File: config.mk
export PLATFORM = sky130hd
export DESIGN_NAME = mc_ctrl_fsm_flat
export DESIGN_NICKNAME = d
export VERILOG_FILES = /design/src/rtl/mc_ctrl_fsm_pkg.sv /design/src/rtl/mc_ctrl_fsm_if.sv /design/src/rtl/mc_ctrl_fsm_mem_wait_timer.sv /design/src/rtl/mc_ctrl_fsm.sv /design/src/flat_wrapper.sv
export SDC_FILE = /design/constraint.sdc
export NUM_CORES = 1
export LEC_CHECK = 0
export ABC_CLOCK_PERIOD_IN_PS = 5000
export CAP_MARGIN = 20
export CORE_MARGIN = 2
export CORE_UTILIZATION = 38
export DETAILED_ROUTE_END_ITERATION = 16
export DONT_BUFFER_PORTS = 1
export GPL_TIMING_DRIVEN = 0
export SLEW_MARGIN = 5
export SYNTH_ARGS = -nofsm -noshare
export SYNTH_HDL_FRONTEND = slang
export SYNTH_HIERARCHICAL = 1
export SYNTH_SLANG_ARGS = --single-unit
File: constraint.sdc
create_clock -name clk -period 5 [get_ports clk]
set_clock_uncertainty 0.2 [all_clocks]
set_input_delay 0 -clock clk [delete_from_list [all_inputs] [get_ports clk]]
set_output_delay 0 -clock clk [all_outputs]
set_load 0.05 [all_outputs]
File: src/rtl/mc_ctrl_fsm_pkg.sv
// Shared encodings for the multi-cycle CPU control unit and its datapath.
// Latency: n/a (constants and a pure helper only).
// Backpressure: n/a. The datapath muxes decode the same SRCA_*/SRCB_*/ALU_* values.
package mc_ctrl_fsm_pkg;

    typedef enum logic [2:0] {
        ST_IDLE   = 3'd0,
        ST_FETCH  = 3'd1,
        ST_DECODE = 3'd2,
        ST_EXEC   = 3'd3,
        ST_MEM    = 3'd4,
        ST_WB     = 3'd5
    } state_e;

    localparam logic [5:0] OP_RTYPE = 6'h00;
    localparam logic [5:0] OP_J     = 6'h02;
    localparam logic [5:0] OP_BEQ   = 6'h04;
    localparam logic [5:0] OP_ADDI  = 6'h08;
    localparam logic [5:0] OP_LW    = 6'h23;
    localparam logic [5:0] OP_SW    = 6'h2B;

    localparam logic [1:0] ALU_ADD   = 2'd0;
    localparam logic [1:0] ALU_SUB   = 2'd1;
    localparam logic [1:0] ALU_FUNCT = 2'd2;

    localparam logic [1:0] SRCA_PC   = 2'd0;
    localparam logic [1:0] SRCA_A    = 2'd1;
    localparam logic [1:0] SRCA_ZERO = 2'd2;

    localparam logic [1:0] SRCB_B    = 2'd0;
    localparam logic [1:0] SRCB_ONE  = 2'd1;
    localparam logic [1:0] SRCB_IMM  = 2'd2;
    localparam logic [1:0] SRCB_ADDR = 2'd3;

    // Opcodes that take the DECODE -> EXEC path (J and illegal ones do not).
    function automatic logic is_exec_op(input logic [5:0] op);
        return (op == OP_RTYPE) || (op == OP_ADDI) || (op == OP_LW) ||
               (op == OP_SW)    || (op == OP_BEQ);
    endfunction

endpackage

File: src/rtl/mc_ctrl_fsm_if.sv
// Control-unit <-> datapath/memory signal bundle.
// master: the controller (drives strobes/selects); slave: datapath and memory side.
// Backpressure: memory stalls the controller through mem_ready.
interface mc_ctrl_fsm_if #(
    parameter int OPW = 6
);
    logic           run;
    logic [OPW-1:0] opcode;
    logic           zero;
    logic           mem_ready;
    logic           mem_read;
    logic           mem_write;
    logic           iord;
    logic           ir_write;
    logic           pc_write;
    logic           pc_write_cond;
    logic           pc_src;
    logic           target_write;
    logic [1:0]     alu_src_a_sel;
    logic [1:0]     alu_src_b_sel;
    logic [1:0]     alu_op;
    logic           reg_write;
    logic           reg_dst;
    logic           mem_to_reg;
    logic           illegal_op;
    logic           mem_err;
    logic [2:0]     state;

    modport master (
        input  run, opcode, zero, mem_ready,
        output mem_read, mem_write, iord, ir_write, pc_write, pc_write_cond,
               pc_src, target_write, alu_src_a_sel, alu_src_b_sel, alu_op,
               reg_write, reg_dst, mem_to_reg, illegal_op, mem_err, state
    );

    modport slave (
        output run, opcode, zero, mem_ready,
        input  mem_read, mem_write, iord, ir_write, pc_write, pc_write_cond,
               pc_src, target_write, alu_src_a_sel, alu_src_b_sel, alu_op,
               reg_write, reg_dst, mem_to_reg, illegal_op, mem_err, state
    );
endinterface

File: src/rtl/mc_ctrl_fsm_mem_wait_timer.sv
// Memory wait-state counter with timeout compare and sticky error flag.
// Latency: timeout_o is combinational from the count; mem_err_o sets on the following edge.
// Backpressure: counts cycles spent waiting on mem_ready; clr_i restarts on any state change.
// Ports: clk/rst_n, waiting_i (in FETCH/MEM), mem_ready_i, clr_i, timeout_o, mem_err_o.
module mem_wait_timer #(
    parameter int TMO = 16,
    parameter int CW  = 5
) (
    input  logic clk,
    input  logic rst_n,
    input  logic waiting_i,
    input  logic mem_ready_i,
    input  logic clr_i,
    output logic timeout_o,
    output logic mem_err_o
);
    logic [CW-1:0] cnt_q;
    logic          mem_err_q;
    logic          stalled;

    assign stalled = waiting_i && !mem_ready_i;

    // Fires in the TMO-th stalled cycle; a ready in that same cycle wins.
    assign timeout_o = (TMO != 0) && stalled && (cnt_q == CW'(TMO - 1));
    assign mem_err_o = mem_err_q;

    always_ff @(posedge clk or negedge rst_n) begin
        if (!rst_n) begin
            cnt_q     <= '0;
            mem_err_q <= 1'b0;
        end else begin
            if (clr_i) begin
                cnt_q <= '0;
            end else if (stalled) begin
                cnt_q <= cnt_q + 1'b1;
            end
            if (timeout_o) begin
                mem_err_q <= 1'b1;
            end
        end
    end
endmodule

File: src/rtl/mc_ctrl_fsm.sv
// Multi-cycle CPU control unit: sequences PC/IR/A/B/target regs, ALU and unified memory.
// Latency: Moore outputs decoded from registered state (+opcode, +mem_ready for fetch strobes).
// Backpressure: holds FETCH/MEM while mem_ready is low; times out to IDLE with sticky mem_err.
// Ports: clk, rst_n (async active-low), bus (master side of mc_ctrl_fsm_if).
module mc_ctrl_fsm
    import mc_ctrl_fsm_pkg::*;
#(
    parameter int OPW = 6,
    parameter int TMO = 16,
    parameter int CW  = 5
) (
    input  logic           clk,
    input  logic           rst_n,
    mc_ctrl_fsm_if.master  bus
);
    state_e     state_q, state_d;
    logic [5:0] op;
    logic       timeout;
    logic       mem_err;
    logic       waiting;
    logic       clr;

    assign op      = 6'(bus.opcode);
    assign waiting = (state_q == ST_FETCH) || (state_q == ST_MEM);
    assign clr     = (state_d != state_q);

    mem_wait_timer #(
        .TMO (TMO),
        .CW  (CW)
    ) u_timer (
        .clk         (clk),
        .rst_n       (rst_n),
        .waiting_i   (waiting),
        .mem_ready_i (bus.mem_ready),
        .clr_i       (clr),
        .timeout_o   (timeout),
        .mem_err_o   (mem_err)
    );

    assign bus.mem_err = mem_err;
    assign bus.state   = state_q;

    always_ff @(posedge clk or negedge rst_n) begin
        if (!rst_n) begin
            state_q <= ST_IDLE;
        end else begin
            state_q <= state_d;
        end
    end

    // zero is consumed by the datapath to qualify pc_write_cond; not needed here.
    always_comb begin
        state_d           = state_q;
        bus.mem_read      = 1'b0;
        bus.mem_write     = 1'b0;
        bus.iord          = 1'b0;
        bus.ir_write      = 1'b0;
        bus.pc_write      = 1'b0;
        bus.pc_write_cond = 1'b0;
        bus.pc_src        = 1'b0;
        bus.target_write  = 1'b0;
        bus.alu_src_a_sel = SRCA_PC;
        bus.alu_src_b_sel = SRCB_B;
        bus.alu_op        = ALU_ADD;
        bus.reg_write     = 1'b0;
        bus.reg_dst       = 1'b0;
        bus.mem_to_reg    = 1'b0;
        bus.illegal_op    = 1'b0;

        case (state_q)
            ST_IDLE: begin
                if (bus.run && !mem_err) state_d = ST_FETCH;
            end
            ST_FETCH: begin
                // PC+1: memory is word-addressed.
                bus.mem_read      = 1'b1;
                bus.alu_src_b_sel = SRCB_ONE;
                if (timeout) begin
                    state_d = ST_IDLE;
                end else if (bus.mem_ready) begin
                    bus.ir_write = 1'b1;
                    bus.pc_write = 1'b1;
                    state_d      = ST_DECODE;
                end
            end
            ST_DECODE: begin
                if (is_exec_op(op)) begin
                    // Speculative branch target PC+imm, harmless for non-branches.
                    bus.alu_src_b_sel = SRCB_IMM;
                    bus.target_write  = 1'b1;
                    state_d           = ST_EXEC;
                end else if (op == OP_J) begin
                    bus.alu_src_a_sel = SRCA_ZERO;
                    bus.alu_src_b_sel = SRCB_ADDR;
                    bus.pc_write      = 1'b1;
                    state_d           = ST_FETCH;
                end else begin
                    bus.illegal_op = 1'b1;
                    state_d        = ST_FETCH;
                end
            end
            ST_EXEC: begin
                bus.alu_src_a_sel = SRCA_A;
                state_d           = ST_FETCH;
                case (op)
                    OP_RTYPE: begin
                        bus.alu_op = ALU_FUNCT;
                        state_d    = ST_WB;
                    end
                    OP_ADDI: begin
                        bus.alu_src_b_sel = SRCB_IMM;
                        state_d           = ST_WB;
                    end
                    OP_LW, OP_SW: begin
                        bus.alu_src_b_sel = SRCB_IMM;
                        state_d           = ST_MEM;
                    end
                    OP_BEQ: begin
                        bus.alu_op        = ALU_SUB;
                        bus.pc_write_cond = 1'b1;
                        bus.pc_src        = 1'b1;
                    end
                    default: ;
                endcase
            end
            ST_MEM: begin
                bus.iord      = 1'b1;
                bus.mem_read  = (op == OP_LW);
                bus.mem_write = (op == OP_SW);
                if (op != OP_LW && op != OP_SW) begin
                    state_d = ST_FETCH;
                end else if (timeout) begin
                    state_d = ST_IDLE;
                end else if (bus.mem_ready) begin
                    state_d = (op == OP_LW) ? ST_WB : ST_FETCH;
                end
            end
            ST_WB: begin
                bus.reg_write  = 1'b1;
                bus.reg_dst    = (op == OP_RTYPE);
                bus.mem_to_reg = (op == OP_LW);
                state_d        = ST_FETCH;
            end
            default: state_d = ST_IDLE;
        endcase
    end
endmodule

File: src/flat_wrapper.sv
// flat-port wrapper written by rule: the top's interface ports become plain ports
module mc_ctrl_fsm_flat import mc_ctrl_fsm_pkg::*;
#(
    parameter int OPW = 6,
    parameter int TMO = 16,
    parameter int CW  = 5
)
  (clk, rst_n, bus_run, bus_opcode, bus_zero, bus_mem_ready, bus_mem_read, bus_mem_write, bus_iord, bus_ir_write, bus_pc_write, bus_pc_write_cond, bus_pc_src, bus_target_write, bus_alu_src_a_sel, bus_alu_src_b_sel, bus_alu_op, bus_reg_write, bus_reg_dst, bus_mem_to_reg, bus_illegal_op, bus_mem_err, bus_state);
  mc_ctrl_fsm_if #(.OPW(OPW)) bus_i ();
  input  logic clk;
  input  logic rst_n;
  input wire logic [$bits(bus_i.run)-1:0] bus_run;
  input wire logic [$bits(bus_i.opcode)-1:0] bus_opcode;
  input wire logic [$bits(bus_i.zero)-1:0] bus_zero;
  input wire logic [$bits(bus_i.mem_ready)-1:0] bus_mem_ready;
  output wire logic [$bits(bus_i.mem_read)-1:0] bus_mem_read;
  output wire logic [$bits(bus_i.mem_write)-1:0] bus_mem_write;
  output wire logic [$bits(bus_i.iord)-1:0] bus_iord;
  output wire logic [$bits(bus_i.ir_write)-1:0] bus_ir_write;
  output wire logic [$bits(bus_i.pc_write)-1:0] bus_pc_write;
  output wire logic [$bits(bus_i.pc_write_cond)-1:0] bus_pc_write_cond;
  output wire logic [$bits(bus_i.pc_src)-1:0] bus_pc_src;
  output wire logic [$bits(bus_i.target_write)-1:0] bus_target_write;
  output wire logic [$bits(bus_i.alu_src_a_sel)-1:0] bus_alu_src_a_sel;
  output wire logic [$bits(bus_i.alu_src_b_sel)-1:0] bus_alu_src_b_sel;
  output wire logic [$bits(bus_i.alu_op)-1:0] bus_alu_op;
  output wire logic [$bits(bus_i.reg_write)-1:0] bus_reg_write;
  output wire logic [$bits(bus_i.reg_dst)-1:0] bus_reg_dst;
  output wire logic [$bits(bus_i.mem_to_reg)-1:0] bus_mem_to_reg;
  output wire logic [$bits(bus_i.illegal_op)-1:0] bus_illegal_op;
  output wire logic [$bits(bus_i.mem_err)-1:0] bus_mem_err;
  output wire logic [$bits(bus_i.state)-1:0] bus_state;
  assign bus_i.run = bus_run;
  assign bus_i.opcode = bus_opcode;
  assign bus_i.zero = bus_zero;
  assign bus_i.mem_ready = bus_mem_ready;
  assign bus_mem_read = bus_i.mem_read;
  assign bus_mem_write = bus_i.mem_write;
  assign bus_iord = bus_i.iord;
  assign bus_ir_write = bus_i.ir_write;
  assign bus_pc_write = bus_i.pc_write;
  assign bus_pc_write_cond = bus_i.pc_write_cond;
  assign bus_pc_src = bus_i.pc_src;
  assign bus_target_write = bus_i.target_write;
  assign bus_alu_src_a_sel = bus_i.alu_src_a_sel;
  assign bus_alu_src_b_sel = bus_i.alu_src_b_sel;
  assign bus_alu_op = bus_i.alu_op;
  assign bus_reg_write = bus_i.reg_write;
  assign bus_reg_dst = bus_i.reg_dst;
  assign bus_mem_to_reg = bus_i.mem_to_reg;
  assign bus_illegal_op = bus_i.illegal_op;
  assign bus_mem_err = bus_i.mem_err;
  assign bus_state = bus_i.state;
  mc_ctrl_fsm #(.OPW(OPW), .TMO(TMO), .CW(CW)) u_core (.clk(clk), .rst_n(rst_n), .bus(bus_i));
endmodule
==> metrics.txt, run 1 <==
Crit Path Max Fanout=10; Final Hold Fails=0; nets=131; pwr dens=~420 nW/um^2; ANT nets after route=0; Post-synth ARST share=1.000; Layout area overhead=23.58%; Placed Area=893.4 um^2; reg-to-reg slack, setup=approximately 1600 ps; Cell Area, Synth=around 820 um^2; routed via count=around 800; fin cells=roughly 140; Placed Cells=131; diodes inserted=0; CTS Sinks=9; GRT Util Overall=0.1721; post-CTS setup buffers=0; final core occ=0.5044; pins over their slew limit=0; worst r2r path cells=12; Arr. time, crit path=between 3000 and 4000 ps; Remaining DRCs=0; RSZ-0062 raised after global routing=no; Comb power frac=0.546; Fmax=0.2943 GHz; HP Start=bus_opcode[4]; router iterations before antenna repair=4; Cells on Worst Hold Path=2; max-cap check violation count=0; Worst Path Required=slightly below 5000 ps; Tot Pwr=roughly 0.42 mW; sw power=between 0.2 and 0.25 mW; final instance area=just over 1000 um^2; core area=2002 um^2; iteration-0 DRC count of the detailed router=13; outcome=finished, final reports clean; worst r2r src=u_core/bus.state[0]; Sw Ratio=0.5423; Fin Hold WS=between 10 and 15 ps; max_slew headroom=0.2797; worst ir drop on vdd=290.8 uV; dpl ws=1622 ps; Root Buffer=clkbuf_4; TritonCTS Buffers=3; reg-to-reg endpoint=u_core/u_timer/cnt_q[4]; Initial Utilization=0.4081; Reg power frac=0.321; final WL=2017 um; Netlist cell types=43; die width=approximately 50 um; Critical Path End Type=flip-flop; vias in the first global route=750; sequential share of the synthesized area=0.2757; Worst-path clk slew=roughly 60 ps; final cycle utilization of the critical path=0.6795; Tmin final=between 3000 and 4000 ps; Internal Power=between 0.15 and 0.2 mW; setup_tns=0 ps; CTS tree=done; first-pass GRT wire length=3367 um; initial antenna violation count=0; DR vias/cell=roughly 5.4; die area=2537 um^2; H-tree depth=1; layout cell share with drive strength beyond 1=0.1966; Worst Max-Slew Pin Slew=between 1000 and 1500 ps; clock group share of total power=0.133; Avg Cell Area, Syn=8.089 um^2; Placer Congestion=0.7303; post-DP HPWL=between 1000 and 1500 um; Worst Hold Class=in -> out; hold worst-path end=bus_pc_src; EDFF count, synth=0; ys flop type=dfrtp_1; Setup-failing EPs final=0; Port Buf Inserts=0; Fillers=approximately 200; Syn Nets=114; DIE HEIGHT=about 50 um; register bit count reported by yosys=9; final worst slack=about 1600 ps; routed len/inst=14.01 um; largest net degree at the start of global routing=11; GR Overflow Total=0; row count=16; Startpoint Class=flip-flop; worst skew pair latency=260 ps; Setup CP Type=reg -> reg; Boundary Pins=33; Clock Tree Buf Depth=2; Syn Inst Count=101; Synth warnings=6; Leak=between 0.5 and 0.6 nW
## layout by cell type, fill, tap and decap left out, types with 2 or more instances in the layout
| cell type | instances |
|---|---|
| a21oi_1 | 4 |
| a2bb2oi_1 | 2 |
| and3_1 | 3 |
| buf_4 | 3 |
| buf_6 | 2 |
| clkbuf_4 | 3 |
| dfrtp_1 | 9 |
| dlygate4sd3_1 | 9 |
| ha_1 | 2 |
| inv_1 | 5 |
| nand2_1 | 8 |
| nand3_1 | 4 |
| nand3b_1 | 2 |
| nor2_1 | 18 |
| nor2b_1 | 4 |
| nor3_2 | 2 |
| nor4b_2 | 2 |
| o21ai_0 | 3 |
| o21bai_1 | 2 |
| or2_1 | 2 |
| or2_2 | 2 |
## worst max-delay path, cell delays in order (launching register included)
cell and delay [ps]:
dfrtp_1 810, nand2b_1 160, a21oi_1 220, nor2b_4 170, buf_6 130, and2_1 210, nor2_1 60, nand3_1 110
inv_1 230, nor2_1 170, o22ai_1 90, or3b_1 470, a211oi_1 260
## Yosys cell counts (2+ instances only)
cell type | number | share of area
a21oi_1 | 4 | 0.025
a2bb2oi_1 | 2 | 0.021
and3_1 | 3 | 0.023
buf_6 | 2 | 0.028
dfrtp_1 | 9 | 0.28
ha_1 | 2 | 0.031
inv_1 | 5 | 0.023
nand2_1 | 8 | 0.037
nand3_1 | 4 | 0.025
nand3b_1 | 2 | 0.018
nor2_1 | 18 | 0.083
nor2b_1 | 4 | 0.031
nor3_1 | 2 | 0.012
nor4b_1 | 2 | 0.021
o21ai_0 | 3 | 0.018
o21bai_1 | 2 | 0.018
or2_1 | 2 | 0.015
or2_2 | 2 | 0.015
## logic make-up after synthesis
| family | share of synthesized area |
|---|---|
| flip-flops | 0.2757 |
| multiplexers | 0.03062 |
| XOR/XNOR | 0.02144 |
| adder cells (fa/ha/maj) | 0.03062 |
| AO/OA/AOI/OAI | 0.1195 |
| buffers and inverters | 0.07044 |
| AND/OR/NAND/NOR | 0.4518 |
## routing by layer
metal | wire length [um] | vias up | global-route usage
met4 | 0 | 0 | 0
met5 | 0 | - | 0
li1 | - | 385 | -
met3 | 146 | 0 | 0.07143
met1 | 955 | 368 | 0.2351
met2 | 915 | 29 | 0.2719
## cell type report
type	count	area [um^2]	share of cell area
clock buffer	4	26.28	0.02602
multi-input combinational	82	558.0	0.5527
tap	27	33.78	0.03346
timing repair buffer	12	108.9	0.1078
buffer	4	35.03	0.03470
sequential	9	225.2	0.2230
inverter	6	22.52	0.02230
## flip-flops by register name, summed over array words and instances, names as in the netlist
register	flops
u_core/u_timer/mem_err_o	1
u_core/bus.state	3
u_core/u_timer/cnt_q	5
## power groups by stage
stage | Clock [mW] | Sequential [mW] | Combinational (mW)
4_1_cts | 0.0575 | 0.135 | 0.229
3_5_place_dp | 0 | 0.136 | 0.219
6_report | 0.0556 | 0.135 | 0.229
3_3_place_gp | 0 | 0.135 | 0.213
2_1_floorplan | 0 | 0.130 | 0.193
5_1_grt | 0.0623 | 0.139 | 0.251
## repair_timing
item	CTS	global route
gates resized for setup	0	0
hold buffers	9	0
hold endpoints to repair	19	0
## worst max-delay path by stage
stage,slack [ps],to,cells after the start,startpoint
2_1_floorplan,1150,bus_pc_write_cond,6,u_core/bus.state[1]
3_3_place_gp,990,bus_pc_write_cond,6,u_core/bus.state[1]
3_5_place_dp,1620,u_core/u_timer/cnt_q[3],14,u_core/bus.state[2]
4_1_cts,1600,u_core/u_timer/cnt_q[3],14,u_core/bus.state[2]
5_1_grt,1300,u_core/u_timer/cnt_q[4],12,u_core/bus.state[0]
6_report,1600,u_core/u_timer/cnt_q[4],12,u_core/bus.state[0]
Power figures use the tool's default switching activity.
==> run 2, diff against run 1 <==
--- a/config.mk
+++ b/config.mk
@@ -5,7 +5,8 @@
 export SDC_FILE = /design/constraint.sdc
 export NUM_CORES = 1
 export LEC_CHECK = 0
-export ABC_CLOCK_PERIOD_IN_PS = 5000
+export ABC_AREA = 1
+export ABC_CLOCK_PERIOD_IN_PS = 3500
 export CAP_MARGIN = 20
 export CORE_MARGIN = 2
 export CORE_UTILIZATION = 38
==> constraint.sdc (replaced) <==
create_clock -name clk -period 3.5 [get_ports clk]
set_clock_uncertainty 0.2 [all_clocks]
set_input_delay 0 -clock clk [delete_from_list [all_inputs] [get_ports clk]]
set_output_delay 0 -clock clk [all_outputs]
set_load 0.05 [all_outputs]
==> metrics.txt, run 2 <==
ys flop type=dfrtp_1 (unchanged); Biggest register=u_core/u_timer/cnt_q (unchanged); Arr. time, crit path=3220 ps (was 3350 ps); count leader, synth=nand2_1 (was nor2_1); worst r2r path cells=12 (unchanged); Port Buf Inserts=0 (unchanged); Worst-path clk slew=60 ps (about the same); row count=16 (unchanged); RSZ-0062 raised after global routing=no (unchanged); die width=49.51 um (was 50.37 um); Seq. cell area=225.2 um^2 (unchanged); Final Hold Fails=0 (unchanged); router iterations before antenna repair=4 (unchanged); H-tree depth=1 (unchanged); Internal Power=0.2510 mW (was 0.1919 mW); Tot Pwr=0.6068 mW (was 0.4192 mW); Sw Ratio=0.5864 (was 0.5423); outcome=finished, final reports clean (unchanged); largest net degree at the start of global routing=10 (was 11); Remaining DRCs=0 (unchanged); Buf/Inv on CP=4 (was 2); worst r2r src=u_core/bus.state[2] (was u_core/bus.state[0]); hold worst-path end=bus_alu_src_a_sel[1] (was bus_pc_src); sequential share of the synthesized area=0.2862 (was 0.2757); Tmin final=3276 ps (was 3397 ps); TritonCTS Buffers=3 (unchanged); Fmax=0.3053 GHz (was 0.2943 GHz); CP top delay family=simple AND/OR/NAND/NOR gates (unchanged); Multi-input gate area=467.9 um^2 (was 558.0 um^2); Reg power frac=0.316 (was 0.321); Root Buffer=clkbuf_4 (unchanged); final core occ=0.5140 (was 0.5044); share of the synthesized area in the top cell type=0.2862 (was 0.2757); Clock Tree Buf Depth=2 (unchanged); routed via count=871 (was 782); iteration-0 DRC count of the detailed router=29 (was 13); most frequent cells in the layout=39 x nand2_1, 28 x nor2_1, 16 x inv_1 (was 18 x nor2_1, 9 x dlygate4sd3_1, 9 x dfrtp_1); Worst Hold Class=in -> out (unchanged); setup_tns=0 ps (unchanged); Post-synth ARST share=1.000 (unchanged); reg-to-reg endpoint=u_core/bus.state[0] (was u_core/u_timer/cnt_q[4]); initial antenna violation count=0 (unchanged); Placer Congestion=0.7890 (was 0.7303); Layout area overhead=28.14% (was 23.58%); HP Start=bus_opcode[1] (was bus_opcode[4]); Avg Cell Area, Syn=5.745 um^2 (was 8.089 um^2); GR Overflow Total=0 (unchanged); Fillers=214 (was 204); core area=1962 um^2 (was 2002 um^2); Setup-failing EPs final=0 (unchanged); register bit count reported by yosys=9 (unchanged); routed len/inst=11.26 um (was 14.01 um); final cycle utilization of the critical path=0.9359 (was 0.6795); Netlist cell types=18 (was 43); EDFF count, synth=0 (unchanged); diodes inserted=0 (unchanged); layout cell share with drive strength beyond 1=0.1474 (was 0.1966); max_slew headroom=0.3530 (was 0.2797); Initial Utilization=0.4011 (was 0.4081); Worst Max-Slew Pin Slew=964.1 ps (was 1076 ps); vias in the first global route=866 (was 750); worst ir drop on vdd=369.9 uV (was 290.8 uV); Slowest-stage cell, CP=dfrtp_1 (unchanged); pins over their slew limit=0 (unchanged); cells along the critical path=inv_2, nor3_4, inv_2, nand2_1, nand2_2, nor2_1, inv_1, o21ai_1, nand3_1, nand2_1, nand3_1, dlygate4sd3_1 (was nand2b_1, a21oi_1, nor2b_4, buf_6, and2_1, nor2_1, nand3_1, inv_1, nor2_1, o22ai_1, or3b_1, a211oi_1); max incr delay on CP=730 ps (was 810 ps); Area contributors post-synth=dfrtp_1 29%, nand2_1 19%, nor2_1 13%, inv_1 7.6%, nand3_1 6.4% (was dfrtp_1 28%, nor2_1 8.3%, nand2_1 3.7%, ha_1 3.1%, nor2b_1 3.1%); DR vias/cell=4.760 (was 5.431); Critical Path End Type=flip-flop (unchanged); final WL=2060 um (was 2017 um); CTS Sinks=9 (unchanged); Boundary Pins=33 (unchanged); first-pass GRT wire length=3450 um (was 3367 um); die area=2451 um^2 (was 2537 um^2); Cells on Worst Hold Path=2 (unchanged); Largest register FFs=5 (unchanged); ANT nets after route=0 (unchanged); post-DP HPWL=1490 um (was 1473 um); post-CTS setup buffers=0 (unchanged); reg-to-reg slack, setup=220 ps (was 1600 ps); Syn Nets=150 (was 114); Comb power frac=0.550 (was 0.546); pwr dens=601.7 nW/um^2 (was 415.2 nW/um^2); GRT Util Overall=0.1812 (was 0.1721); Worst Path Required=3440 ps (was 4950 ps); Synth warnings=6 (unchanged); Leak=0.5226 nW (was 0.5067 nW); Syn Inst Count=137 (was 101); sw power=0.3559 mW (was 0.2273 mW); max-cap check violation count=0 (unchanged); commonest non-fill, non-tap cell in the layout=nand2_1 (was nor2_1); largest area contributor in the netlist=dfrtp_1 (unchanged); Startpoint Class=flip-flop (unchanged); CP Launch Point=u_core/bus.state[2] (was u_core/bus.state[0]); worst skew pair latency=260 ps (about the same); nets=170 (was 131); Setup CP Type=reg -> reg (unchanged); CTS tree=done (unchanged); clock group share of total power=0.134 (was 0.133); DIE HEIGHT=49.51 um (was 50.37 um); Cell Area, Synth=787.0 um^2 (was 817.0 um^2); synth cell count leaders=39 x nand2_1, 28 x nor2_1, 16 x inv_1, 10 x inv_2, 10 x nand3_1 (was 18 x nor2_1, 9 x dfrtp_1, 8 x nand2_1, 5 x inv_1); Crit Path Max Fanout=6 (was 10)
## run 2: timing repair
action | in CTS | in global routing
gates resized for setup | 0 | 1
hold endpoints to repair | 18 | 0
setup endpoints to repair | 0 | 8
hold buffers | 15 | 0
## run 2: cell families after synthesis
group / after synthesis / synth area share
AO/OA/AOI/OAI: 10 / 0.06360
adder cells (fa/ha/maj): 2 / 0.03179
buffers and inverters: 27 / 0.1336
flip-flops: 9 / 0.2862
AND/OR/NAND/NOR: 89 / 0.4849
## run 2: metrics by stage
| stage | worst slack, ps | std cells | cell area (um^2) | hold slack [ps] |
|---|---|---|---|---|
| 2_1_floorplan | 515.8 | 137 | 787.0 | -495.6 |
| 3_3_place_gp | 158.9 | 164 | 820.8 | -495.4 |
| 3_5_place_dp | 143.4 | 164 | 825.8 | -495.4 |
| 4_1_cts | 22.79 | 183 | 1002 | 8.534 |
| 5_1_grt | 33.06 | 183 | 1008 | 56.67 |
| 6_report | 224.4 | 183 | 1008 | 27.89 |
## run 2: power groups by stage
stage	clock [mW]	sequential, mW	combinational, mW
final	0.0811	0.192	0.334
after global routing	0.0882	0.196	0.366
after CTS	0.0854	0.189	0.329
after detailed placement	0	0.191	0.306
after global placement	0	0.192	0.300
after floorplan	0	0.184	0.267
## run 2: worst reg2reg max path: stages, from the launching register on
cell	delay [ps]
dfrtp_1	730
inv_2	140
nor3_4	510
inv_2	130
nand2_1	140
nand2_2	100
nor2_1	150
inv_1	70
o21ai_1	100
nand3_1	110
nand2_1	90
nand3_1	110
dlygate4sd3_1	570
## run 2: worst max path at each step
| stage | endpoint | slack [ps] | cells after the start |
|---|---|---|---|
| after floorplan | u_core/u_timer/cnt_q[1] | 520 | 16 |
| after global placement | u_core/u_timer/cnt_q[1] | 160 | 16 |
| after detailed placement | u_core/u_timer/cnt_q[1] | 140 | 16 |
| after CTS | u_core/bus.state[0] | 20 | 12 |
| after global routing | u_core/bus.state[0] | 30 | 12 |
| final | u_core/bus.state[0] | 220 | 12 |
## run 2: layer usage
layer	GRT usage	part of all wire	wire, um
met2	0.3423	0.52	1069
met5	0	0	0
met1	0.1981	0.43	888
met4	0.08333	0	0
met3	0.02424	0.050	102
## run 2: area by class of cell
class | count | share of cell area
inverters | 26 | 0.09677
plain buffers | 1 | 0.007444
well taps | 27 | 0.03350
clock buffers | 4 | 0.02605
repair buffers | 15 | 0.1489
multi-input cells | 101 | 0.4640
flip-flops and latches | 9 | 0.2233
==> run 3, diff against run 2 <==
--- a/config.mk
+++ b/config.mk
@@ -13,6 +13,7 @@
 export DETAILED_ROUTE_END_ITERATION = 16
 export DONT_BUFFER_PORTS = 1
 export GPL_TIMING_DRIVEN = 0
+export RECOVER_POWER = 50
 export SLEW_MARGIN = 5
 export SYNTH_ARGS = -nofsm -noshare
 export SYNTH_HDL_FRONTEND = slang
==> metrics.txt, run 3 (synthesis gave the netlist of run 2 again) <==
H-tree depth=1 (unchanged); CTS Sinks=9 (unchanged); Critical Path End Type=flip-flop (unchanged); Biggest register=u_core/u_timer/cnt_q (unchanged); Fmax=0.3066 GHz (was 0.3053 GHz); most frequent cells in the layout=39 x nand2_1, 28 x nor2_1, 16 x inv_1 (unchanged); DR vias/cell=4.798 (was 4.760); Initial Utilization=0.4011 (unchanged); CTS tree=done (unchanged); Boundary Pins=33 (unchanged); worst r2r path cells=12 (unchanged); Placer Congestion=0.7890 (unchanged); router iterations before antenna repair=4 (unchanged); Port Buf Inserts=0 (unchanged); Setup CP Type=reg -> reg (unchanged); CP top delay family=simple AND/OR/NAND/NOR gates (unchanged); Placed Area=825.8 um^2 (unchanged); Tot Pwr=0.6070 mW (was 0.6068 mW); commonest non-fill, non-tap cell in the layout=nand2_1 (unchanged); Worst Hold Class=in -> out (unchanged); max-cap check violation count=0 (unchanged); Layout area overhead=27.50% (was 28.14%); Worst Path Required=3440 ps (about the same); GR Overflow Total=0 (unchanged); Multi-input gate area=462.9 um^2 (was 467.9 um^2); iteration-0 DRC count of the detailed router=29 (unchanged); row count=16 (unchanged); wire length on met3=92 um (was 102 um); Buf/Inv on CP=4 (unchanged); diodes inserted=0 (unchanged); die area=2451 um^2 (unchanged); routed via count=878 (was 871); worst r2r src=u_core/bus.state[2] (unchanged); outcome=finished, final reports clean (unchanged); post-DP HPWL=1490 um (unchanged); setup_tns=0 ps (unchanged); final cycle utilization of the critical path=0.9318 (was 0.9359); worst skew pair latency=260 ps (about the same); Worst Max-Slew Pin Slew=965.4 ps (was 964.1 ps); reg-to-reg slack, setup=240 ps (was 220 ps); post-CTS setup buffers=0 (unchanged); dpl ws=143.4 ps (unchanged); RSZ-0062 raised after global routing=no (unchanged); Clock Tree Buf Depth=2 (unchanged); Fin Hold WS=27.88 ps (was 27.89 ps); TritonCTS Buffers=3 (unchanged); WP depth=12 (unchanged); core area=1962 um^2 (unchanged); Remaining DRCs=0 (unchanged); Final Hold Fails=0 (unchanged); final core occ=0.5115 (was 0.5140); Tmin final=3261 ps (was 3276 ps); worst ir drop on vdd=369.9 uV (about the same); largest net degree at the start of global routing=10 (unchanged); Leak=0.5222 nW (was 0.5226 nW); ANT nets after route=0 (unchanged); Worst-path clk slew=60 ps (about the same); DIE HEIGHT=49.51 um (unchanged); max_slew headroom=0.3521 (was 0.3530); reg-to-reg endpoint=u_core/bus.state[0] (unchanged); pwr dens=605.0 nW/um^2 (was 601.7 nW/um^2); WL met1=894 um (was 888 um); initial antenna violation count=0 (unchanged); pins over their slew limit=0 (unchanged); nets=170 (unchanged); first-pass GRT wire length=3450 um (unchanged); max incr delay on CP=730 ps (about the same); cells along the critical path=inv_2, nor3_4, inv_2, nand2_1, nand2_2, nor2_1, inv_1, o21ai_1, nand3_1, nand2_1, nand3_1, dlygate4sd3_1 (unchanged); Placed Cells=164 (unchanged); layout cell share with drive strength beyond 1=0.1410 (was 0.1474); GRT Util Overall=0.1812 (unchanged); Cells on Worst Hold Path=2 (unchanged); Slowest-stage cell, CP=dfrtp_1 (unchanged); Arr. time, crit path=3210 ps (was 3220 ps); final instance area=1003 um^2 (was 1008 um^2); final worst slack=238.8 ps (was 224.4 ps); vias in the first global route=866 (unchanged); CP Launch Point=u_core/bus.state[2] (unchanged); DR top layer=met3 (unchanged); fin cells=183 (unchanged); Setup-failing EPs final=0 (unchanged); die width=49.51 um (unchanged); Largest register FFs=5 (unchanged); Startpoint Class=flip-flop (unchanged); final WL=2054 um (was 2060 um); routed len/inst=11.22 um (was 11.26 um); Critical path destination=u_core/bus.state[0] (unchanged); Seq. cell area=225.2 um^2 (unchanged); DR WL met2=1067 um (was 1069 um); Root Buffer=clkbuf_4 (unchanged); Crit Path Max Fanout=6 (unchanged); Fillers=215 (was 214)
[run 3: cell counts in the layout (fill, tap and decap cells not counted)]
No cell type changed its count.
[run 3: metal layers]
| metal | global-route usage | vias to the layer above |
|---|---|---|
| li1 | - | 455 |
| met1 | 0.1981 | 397 |
| met2 | 0.3423 | 26 |
| met3 | 0.02424 | 0 |
| met4 | 0.08333 | 0 |
| met5 | 0 | - |
[run 3: worst min path at each step]
stage	start	slack, ps	endpoint
after floorplan	rst_n	-500	u_core/bus.state[0]
after global placement	rst_n	-500	u_core/u_timer/mem_err_o
after detailed placement	rst_n	-500	u_core/u_timer/mem_err_o
after CTS	bus_opcode[0]	9	u_core/bus.state[2]
after global routing	bus_opcode[1]	60	bus_alu_src_a_sel[1]
final	bus_opcode[1]	30	bus_alu_src_a_sel[1]
[run 3: where the power goes]
part           switching [mW]  internal [mW]
logic                   0.251         0.0832
registers              0.0682          0.124
clock network          0.0371         0.0440
[run 3: final cells by class]
class,count,area share
multi-input cells,101,0.4613
flip-flops and latches,9,0.2244
repair buffers,15,0.1496
inverters,26,0.09726
well taps,27,0.03367
clock buffers,4,0.02618
plain buffers,1,0.007481
[run 3: timing repair]
item,CTS,global route
endpoints found under the hold margin,18,0
gates resized for setup,0,1
endpoints found under the setup margin,0,8
hold buffers,15,0
